--- src/rtl/gmii_adapter_array.sv ---
// N-port GMII adapter: per-lane frame-boundary enable gating, sticky error, fixed-latency pipeline.
// Optional per-port rx frame/error statistics are enabled by defining GAD_STATS_EN.
module gmii_adapter_array #(
  parameter int PORT_NUM = 5,
  parameter int DATA_W   = 8,
  parameter int PIPE_DLY = 2,
  parameter int CNT_W    = 16
) (
  input  logic                         i_clk,
  input  logic                         i_rst,
  input  logic [PORT_NUM-1:0]          iv_port_en,
  input  logic [PORT_NUM-1:0]          iv_gmii_rx_dv,
  input  logic [PORT_NUM-1:0]          iv_gmii_rx_er,
  input  logic [PORT_NUM*DATA_W-1:0]   iv_gmii_rxd,
  output logic [PORT_NUM-1:0]          ov_gmii_rx_dv_adp2tsnchip,
  output logic [PORT_NUM-1:0]          ov_gmii_rx_er_adp2tsnchip,
  output logic [PORT_NUM*DATA_W-1:0]   ov_gmii_rxd_adp2tsnchip,
  input  logic [PORT_NUM-1:0]          iv_gmii_tx_en_tsnchip2adp,
  input  logic [PORT_NUM-1:0]          iv_gmii_tx_er_tsnchip2adp,
  input  logic [PORT_NUM*DATA_W-1:0]   iv_gmii_txd_tsnchip2adp,
  output logic [PORT_NUM-1:0]          ov_gmii_tx_en,
  output logic [PORT_NUM-1:0]          ov_gmii_tx_er,
  output logic [PORT_NUM*DATA_W-1:0]   ov_gmii_txd,
  output logic [PORT_NUM*CNT_W-1:0]    ov_rx_frm_cnt,
  output logic [PORT_NUM*CNT_W-1:0]    ov_rx_err_cnt
);

  localparam int LANE_NUM = 2 * PORT_NUM;

  typedef enum logic [1:0] {
    ST_IDLE = 2'd0,
    ST_FWD  = 2'd1,
    ST_DROP = 2'd2,
    ST_TERM = 2'd3
  } lane_state_t;

  // Lanes 0..PORT_NUM-1 are rx, PORT_NUM..LANE_NUM-1 are tx; both share the port enable.
  logic [LANE_NUM-1:0]        lane_v_s;
  logic [LANE_NUM-1:0]        lane_e_s;
  logic [LANE_NUM-1:0]        lane_en_s;
  logic [LANE_NUM*DATA_W-1:0] lane_d_s;
  logic [LANE_NUM-1:0]        lane_out_v_s;
  logic [LANE_NUM-1:0]        lane_out_e_s;
  logic [LANE_NUM*DATA_W-1:0] lane_out_d_s;

  assign lane_v_s  = {iv_gmii_tx_en_tsnchip2adp, iv_gmii_rx_dv};
  assign lane_e_s  = {iv_gmii_tx_er_tsnchip2adp, iv_gmii_rx_er};
  assign lane_d_s  = {iv_gmii_txd_tsnchip2adp, iv_gmii_rxd};
  assign lane_en_s = {iv_port_en, iv_port_en};

  genvar g;
  generate
    for (g = 0; g < LANE_NUM; g++) begin : g_lane
      lane_state_t         state_r;
      logic                sticky_r;
      logic [PIPE_DLY-1:0] pv_r;
      logic [PIPE_DLY-1:0] pe_r;
      logic [DATA_W-1:0]   pd_r [PIPE_DLY];
      logic                v_s;
      logic                e_s;
      logic                en_s;
      logic [DATA_W-1:0]   d_s;

      assign v_s  = lane_v_s[g];
      assign e_s  = lane_e_s[g];
      assign en_s = lane_en_s[g];
      assign d_s  = lane_d_s[g*DATA_W +: DATA_W];

      // Lane FSM at the pipeline input; stage 0 is its registered output, later stages only delay.
      always_ff @(posedge i_clk) begin
        if (i_rst) begin
          state_r  <= ST_IDLE;
          sticky_r <= 1'b0;
          pv_r     <= {PIPE_DLY{1'b0}};
          pe_r     <= {PIPE_DLY{1'b0}};
          for (int i = 0; i < PIPE_DLY; i++) begin
            pd_r[i] <= {DATA_W{1'b0}};
          end
        end else begin
          for (int i = PIPE_DLY - 1; i > 0; i--) begin
            pv_r[i] <= pv_r[i-1];
            pe_r[i] <= pe_r[i-1];
            pd_r[i] <= pd_r[i-1];
          end
          pv_r[0] <= 1'b0;
          pe_r[0] <= 1'b0;
          pd_r[0] <= {DATA_W{1'b0}};
          case (state_r)
            ST_IDLE: begin
              if (v_s) begin
                if (en_s) begin
                  state_r  <= ST_FWD;
                  sticky_r <= e_s;
                  pv_r[0]  <= 1'b1;
                  pe_r[0]  <= e_s;
                  pd_r[0]  <= d_s;
                end else begin
                  state_r  <= ST_DROP;
                  sticky_r <= 1'b0;
                end
              end else begin
                sticky_r <= 1'b0;
              end
            end
            ST_FWD: begin
              if (!v_s) begin
                state_r  <= ST_IDLE;
                sticky_r <= 1'b0;
              end else if (!en_s) begin
                // Disabled mid-frame: close the frame with one poisoned cycle.
                state_r  <= ST_TERM;
                sticky_r <= 1'b0;
                pv_r[0]  <= 1'b1;
                pe_r[0]  <= 1'b1;
              end else begin
                sticky_r <= sticky_r | e_s;
                pv_r[0]  <= 1'b1;
                pe_r[0]  <= sticky_r | e_s;
                pd_r[0]  <= d_s;
              end
            end
            ST_DROP, ST_TERM: begin
              if (!v_s) begin
                state_r <= ST_IDLE;
              end
            end
            default: begin
              state_r  <= ST_IDLE;
              sticky_r <= 1'b0;
            end
          endcase
        end
      end

      assign lane_out_v_s[g]                   = pv_r[PIPE_DLY-1];
      assign lane_out_e_s[g]                   = pe_r[PIPE_DLY-1];
      assign lane_out_d_s[g*DATA_W +: DATA_W]  = pd_r[PIPE_DLY-1];
    end
  endgenerate

  assign ov_gmii_rx_dv_adp2tsnchip = lane_out_v_s[PORT_NUM-1:0];
  assign ov_gmii_rx_er_adp2tsnchip = lane_out_e_s[PORT_NUM-1:0];
  assign ov_gmii_rxd_adp2tsnchip   = lane_out_d_s[PORT_NUM*DATA_W-1:0];
  assign ov_gmii_tx_en             = lane_out_v_s[LANE_NUM-1:PORT_NUM];
  assign ov_gmii_tx_er             = lane_out_e_s[LANE_NUM-1:PORT_NUM];
  assign ov_gmii_txd               = lane_out_d_s[LANE_NUM*DATA_W-1:PORT_NUM*DATA_W];

`ifdef GAD_STATS_EN
  localparam logic [CNT_W-1:0] CNT_MAX = {CNT_W{1'b1}};
  localparam logic [CNT_W-1:0] CNT_ONE = {{(CNT_W-1){1'b0}}, 1'b1};

  generate
    for (g = 0; g < PORT_NUM; g++) begin : g_stat
      logic             prev_v_r;
      logic             prev_e_r;
      logic [CNT_W-1:0] frm_r;
      logic [CNT_W-1:0] err_r;

      // Count on the first idle output cycle after a forwarded frame; sticky err makes the last cycle decisive.
      always_ff @(posedge i_clk) begin
        if (i_rst) begin
          prev_v_r <= 1'b0;
          prev_e_r <= 1'b0;
          frm_r    <= {CNT_W{1'b0}};
          err_r    <= {CNT_W{1'b0}};
        end else begin
          prev_v_r <= lane_out_v_s[g];
          prev_e_r <= lane_out_e_s[g];
          if (prev_v_r && !lane_out_v_s[g]) begin
            if (frm_r != CNT_MAX) begin
              frm_r <= frm_r + CNT_ONE;
            end
            if (prev_e_r && (err_r != CNT_MAX)) begin
              err_r <= err_r + CNT_ONE;
            end
          end
        end
      end

      assign ov_rx_frm_cnt[g*CNT_W +: CNT_W] = frm_r;
      assign ov_rx_err_cnt[g*CNT_W +: CNT_W] = err_r;
    end
  endgenerate
`else
  assign ov_rx_frm_cnt = {(PORT_NUM*CNT_W){1'b0}};
  assign ov_rx_err_cnt = {(PORT_NUM*CNT_W){1'b0}};
`endif

endmodule

--- config.mk ---
export PLATFORM = sky130hd
export DESIGN_NAME = gmii_adapter_array
export DESIGN_NICKNAME = d
export VERILOG_FILES = /design/src/rtl/gmii_adapter_array.sv
export SDC_FILE = /design/constraint.sdc
export NUM_CORES = 1
export LEC_CHECK = 0
export CORE_MARGIN = 2
export CORE_UTILIZATION = 37
export DETAILED_ROUTE_END_ITERATION = 10
export HOLD_SLACK_MARGIN = 0.02
export MAX_ROUTING_LAYER = met4
export PLACE_DENSITY_LB_ADDON = 0.08
export RECOVER_POWER = 100
export SETUP_SLACK_MARGIN = 0.15
export SYNTH_ARGS = -nofsm -noshare
export SYNTH_HDL_FRONTEND = slang
export SYNTH_SLANG_ARGS = --single-unit
--- constraint.sdc ---
create_clock -name i_clk -period 0.95 [get_ports i_clk]
set_input_delay 0.095 -clock i_clk [delete_from_list [all_inputs] [get_ports i_clk]]
set_output_delay 0.095 -clock i_clk [all_outputs]
set_load 0.02 [all_outputs]
# Word level (Yosys, flattened, before mapping)
# Memory sizes are Yosys's and may differ from the RTL's.
# Cells that the tools add are included.
word_totals:
  register_bits: 70
  ramBits: 160
  output_inout_bits: 260
  memories: 10
op_classes:
  eq_ne: 60
  mux: 268
  bitwise_logic: 50
  reduce_logical: 40
memory_table:
  columns: ["name", "depth", "word_bits", "read_ports", "rd_clocked_by_memory_dff", "wr", "line", "rtl"]
  rows:
  - ["g_lane[0].pd_r", 2, 8, 2, 0, 2, "58", "logic [DATA_W-1:0] pd_r [PIPE_DLY];"]
  - ["g_lane[1].pd_r", 2, 8, 2, 0, 2, "58", null]
  - ["g_lane[2].pd_r", 2, 8, 2, 0, 2, "58", null]
  - ["g_lane[3].pd_r", 2, 8, 2, 0, 2, "58", null]
  - ["g_lane[4].pd_r", 2, 8, 2, 0, 2, "58", null]
  - ["g_lane[5].pd_r", 2, 8, 2, 0, 2, "58", null]
  - ["4 more memories", null, null, null, null, null, null, null]
op_table:
  columns: ["cell", "count"]
  rows:
  - ["two-way mux 8 bit", 40]
  - ["two-way mux 1 bit", 148]
  - ["two-way mux 2 bit", 40]
  - ["case mux 1 bit (2 select lines)", 30]
  - ["case mux 2 bit (3 select lines)", 10]
  - ["bitwise OR 1 bit", 50]
  - ["equality test 2 bit (second input constant)", 20]
  - ["inequality test 2 bit (second input constant)", 20]
  - ["inequality test 3 bit (second input constant)", 10]
  - ["AND reduction 3 bit", 10]
  - ["equality test 2 x 1 -> 1 bit (second input constant)", 10]
  - ["logical NOT 2 bit", 10]
  - ["nonzero test 2 bit", 10]
  - ["OR reduction 2 bit", 10]

# Longest topological paths before layout
logic_depth:
  word_depth: 7
  mapped_depth: 5
  mapped_depth_nobuf: 3

# Worst setup path after synthesis
# No wires, ideal clock.
synth_path:
  kind: "reg2reg"
  startpoint: "register g_lane[9].state_r[1]"
  endpoint: "register g_lane[9].pe_r[0]"
  arrival_ns: 0.924
  required_time_ns: 0.884
  path_slack_ns: -0.040
  path_stages_with_launch: 5
  period_less_slack_ns: 0.990
  cell_sequence: "dfxtp_1 -> nor4bb_2 -> buf_4 -> a22oi_2 -> a21oi_2"
synth_between:
  elab_chain_len: 2
  elab_cells_between_ends: 3
  cone_classes: "eq/ne: 1; mux: 1; reduce/logical: 1"
synth_lines:
  columns: ["element", "line", "rtl"]
  rows:
  - ["from (decl)", "54", "lane_state_t state_r;"]
  - ["from (signal assigned)", "72", "state_r <= ST_IDLE;"]
  - ["from (signal assigned)", "92", "state_r <= ST_FWD;"]
  - ["from (signal assigned)", "98", "state_r <= ST_DROP;"]
  - ["equality test 2 x 1 -> 1 bit / logical NOT 2 bit (equally long branches)", "88", "case (state_r)"]
  - ["case mux 1 bit (2 select lines) (*)", "88", null]
  - ["to (signal, indexed assignment)", "82", "pe_r[i] <= pe_r[i-1];"]
  - ["to (signal assigned)", "95", "pe_r[0] <= e_s;"]
  - ["to (signal assigned)", "118", "pe_r[0] <= sticky_r | e_s;"]
  - ["to (decl)", "57", "logic [PIPE_DLY-1:0] pe_r;"]
# Mark *: on every way between the ends. The rest lies on a longest branch, timed or not.
# A chain may end at the register's enable or synchronous reset.

==> run summary <==
================================================================================
Status                                                              finished, violations left
Violations in the final reports                                     setup timing
Count of flip-flops with a built-in enable after synthesis                     0
Final worst slack                                                        -127 ps
DR vias/cell                                                                3.87
Row count                                                                     54
Area of the multi-input gates                                        0.00287 mm²
Cell area power density                                              1870 mW/mm²
RR Endpoint                                                         g_lane[9].pd_r[0][3]$_SDFF_PN0_
Proportion of layout cells with a drive suffix above 1                     40.2%
Root Buffer Master                                                     clkbuf_16
Number of instances in the synthesized netlist                               747
Core Footprint                                                        0.0216 mm²
Crit start category                                                    flip-flop
Buffers from clock root to sink, at most                                       3
Pin count of the biggest net entering global routing                          32
Type of destination of the critical path                               flip-flop
Overall via count from detail_route                                        5,080
Period utilization                                                          113%
TritonCTS clock tree                                                        done
Most instantiated cells after synthesis                             230 x dfxtp_1, 181 x buf_4, 103 x nor2b_1
Half-perimeter wire length after detailed placement                    11,200 µm
F_max                                                                  0.929 GHz
DRC violation count after routing                                              0
Num Clock Sinks                                                              230
Crit path capture                                                   g_lane[9].pd_r[0][3]$_SDFF_PN0_
ANT cells                                                                      0
# setup viols final                                                          110
First-pass GRT wire length                                             24,900 µm
Number of antenna violations at the first check in global routing              0
Sequential cell area                                                 0.00477 mm²
Flop2flop setup slack                                                    -130 ps
Number of port buffers                                                       206
Total standard cell area after synthesis                             0.00809 mm²
Sequential area share after synthesis                                      56.9%
First-pass detailed-route iteration total                                      4
Overflow after GRT                                                             0
Cell type contributing the most total cell area after synthesis          dfxtp_1
Post-synth top area share                                                  56.9%
Drt total wl                                                           16,300 µm
I/O pin count                                                                367
Final layout net count                                                     1,121
Level count of the clock H-tree                                                1
Critical Setup Path Class                                           flip-flop to flip-flop
Final Max Tran Viols                                                           0
# fillers                                                                  1,921
Hold Fails Final Rpt                                                           0
Die W                                                                     152 µm
Hold/Removal Path Class                                             input port to flip-flop
Routed wire per std cell                                                 12.4 µm
Unrepaired setup endpoints after global routing                              yes
Final core utilization                                                     54.6%
Initial Utilization                                                        37.4%
Mapped Avg Cell Area                                                    10.8 µm²
Area Growth Syn to Fin                                                     45.8%
Power consumption                                                       0.0221 W
Clock-pin transition on the worst setup and hold timing paths              60 ps
Final Wtd Congestion                                                       0.709
Max-cap check violation count                                                  0
First DRT Iteration DRCs                                                     118
Maximum fanout encountered on the critical timing path                         5
Standby leakage power                                                    5.23 nW
Unique cell type count in the Yosys netlist                                   33
Final antenna-violating net count                                              0
Ys async rst share                                                            0%
Clock Latency Late Sink                                                   510 ps
Biggest area contributors in the synthesized netlist                dfxtp_1 57%, buf_4 17%, nor2b_1 8.0%, and2_1 6.2%, a32o_1 1.1%
Worst flop-to-flop path startpoint                                  g_lane[9].state_r[1]$_SDFFE_PP0P_
R2R depth                                                                      4
Required time worst endpoint                                             1410 ps
Maximum clock skew at final layout                                       13.2 ps
Yosys warnings                                                                 0
Overall routing resource usage                                             13.7%
Synthesis-stage register bit count                                           230
Source of the critical timing path                                  g_lane[9].state_r[1]$_SDFFE_PP0P_
Shortest period the worst path allows                                    1080 ps
Die Span Y                                                                152 µm
Die ar.                                                               0.0231 mm²
Number of buffers added by the clock tree synthesis step                      25
Arrival time of the worst setup path                                     1540 ps
Most common cell in the synthesized netlist                              dfxtp_1
IR Drop Worst-Case VDD                                                   1240 µV
Most common flop cell mapped by yosys                                    dfxtp_1
Vias in the first global route                                             4,670
================================================================================
[where the power goes]
part           leakage [nW]  internal (W)  total, W  switching, W
sequential             1.93       0.00991    0.0100      0.000114
combinational          2.87       0.00103   0.00220       0.00118
clock                 0.433       0.00615   0.00988       0.00373
[kinds of logic (layout without fill, tap and decap cells)]
family	count (synthesis)	count (layout)	share of synthesized area (%)
AOI/OAI and AO/OA	45	45	4.25
DFF	230	230	56.9
buffers and inverters	212	339	18.5
other	1	160	0.0464
and+or+nand+nor	259	259	20.3
[sequential cells by signal (all words and copies together) (netlist names)]
name / count
g_lane.pe_r: 20
g_lane.sticky_r: 10
g_lane.pv_r: 20
g_lane.pd_r: 160
g_lane.state_r: 20
[worst min-delay path by stage]
stage / from / to / slack, ps / depth (start not counted)
2_1_floorplan: iv_gmii_rxd[0] / g_lane[0].pd_r[0][0]$_SDFF_PN0_ / 220 / 1
5_1_grt: i_rst / g_lane[4].pd_r[1][4]$_SDFF_PP0_ / 80 / 4
4_1_cts: i_rst / g_lane[4].pd_r[1][6]$_SDFF_PP0_ / 40 / 4
6_report: i_rst / g_lane[4].pd_r[1][6]$_SDFF_PP0_ / 50 / 4
3_3_place_gp: i_rst / g_lane[9].pv_r[1]$_SDFF_PP0_ / 380 / 2
3_5_place_dp: i_rst / g_lane[9].pv_r[1]$_SDFF_PP0_ / 380 / 2
[metal layers]
metal	track usage, %	wire length [µm]	vias to the layer above
met3	2.97	1140	32
met4	4.09	342	0
met5	-	0	-
li1	-	-	2558
met1	16.9	6930	2265
met2	22.5	7870	225
[critical path, stage by stage, from the launching register on]
cell,delay (ps)
dfxtp_4,360
nor4bb_4,280
buf_4,170
buf_6,110
and2_1,110
[final cells by class]
type	instances	share of cell area [%]
Clock buffer	39	6.60
Clock inverter	7	0.753
Inverter	13	0.414
Multi-Input combinational cell	464	24.3
Sequential cell	230	40.5
Tap cell	280	2.97
Timing Repair Buffer	280	24.5
[timing repair]
item	4_1_cts	5_1_grt
setup buffers	6	3
gates resized for setup	751	51
cloned	1	1
setup endpoints to repair	202	209
hold buffers	2	0
pin swaps	19	24
hold endpoints to repair	4	0
[through the flow]
stage	hold slack, ps	TNS [ps]	worst slack, ps	instance area [µm²]	cells
detailed placement	379	-40390	-457	10200	1254
global route	79.5	-14370	-199	11800	1313
CTS	44.0	-12300	-142	11600	1309
floorplan	217	-2.67	-2.67	8730	906
finish	54.9	-9780	-127	11800	1313
global placement	381	-40290	-473	10200	1254
[layout by cell type, fill, tap and decap left out, types with 6 or more instances in the layout]
master and instances:
nand2_1 14, and2_4 40, nor3_1 9, nand3_1 8, a32o_1 9, nor2b_1 100
buf_6 116, a31o_4 7, nor3b_4 6, conb_1 160, inv_1 10, clkbuf_8 10
nand2b_1 8, dfxtp_1 114, dfxtp_2 107, nor2_1 13, dfxtp_4 9, a21oi_1 10
clkdlybuf4s50_1 105, clkbuf_16 25, and2_1 40, buf_4 51
(Power assumes the default switching activity.)
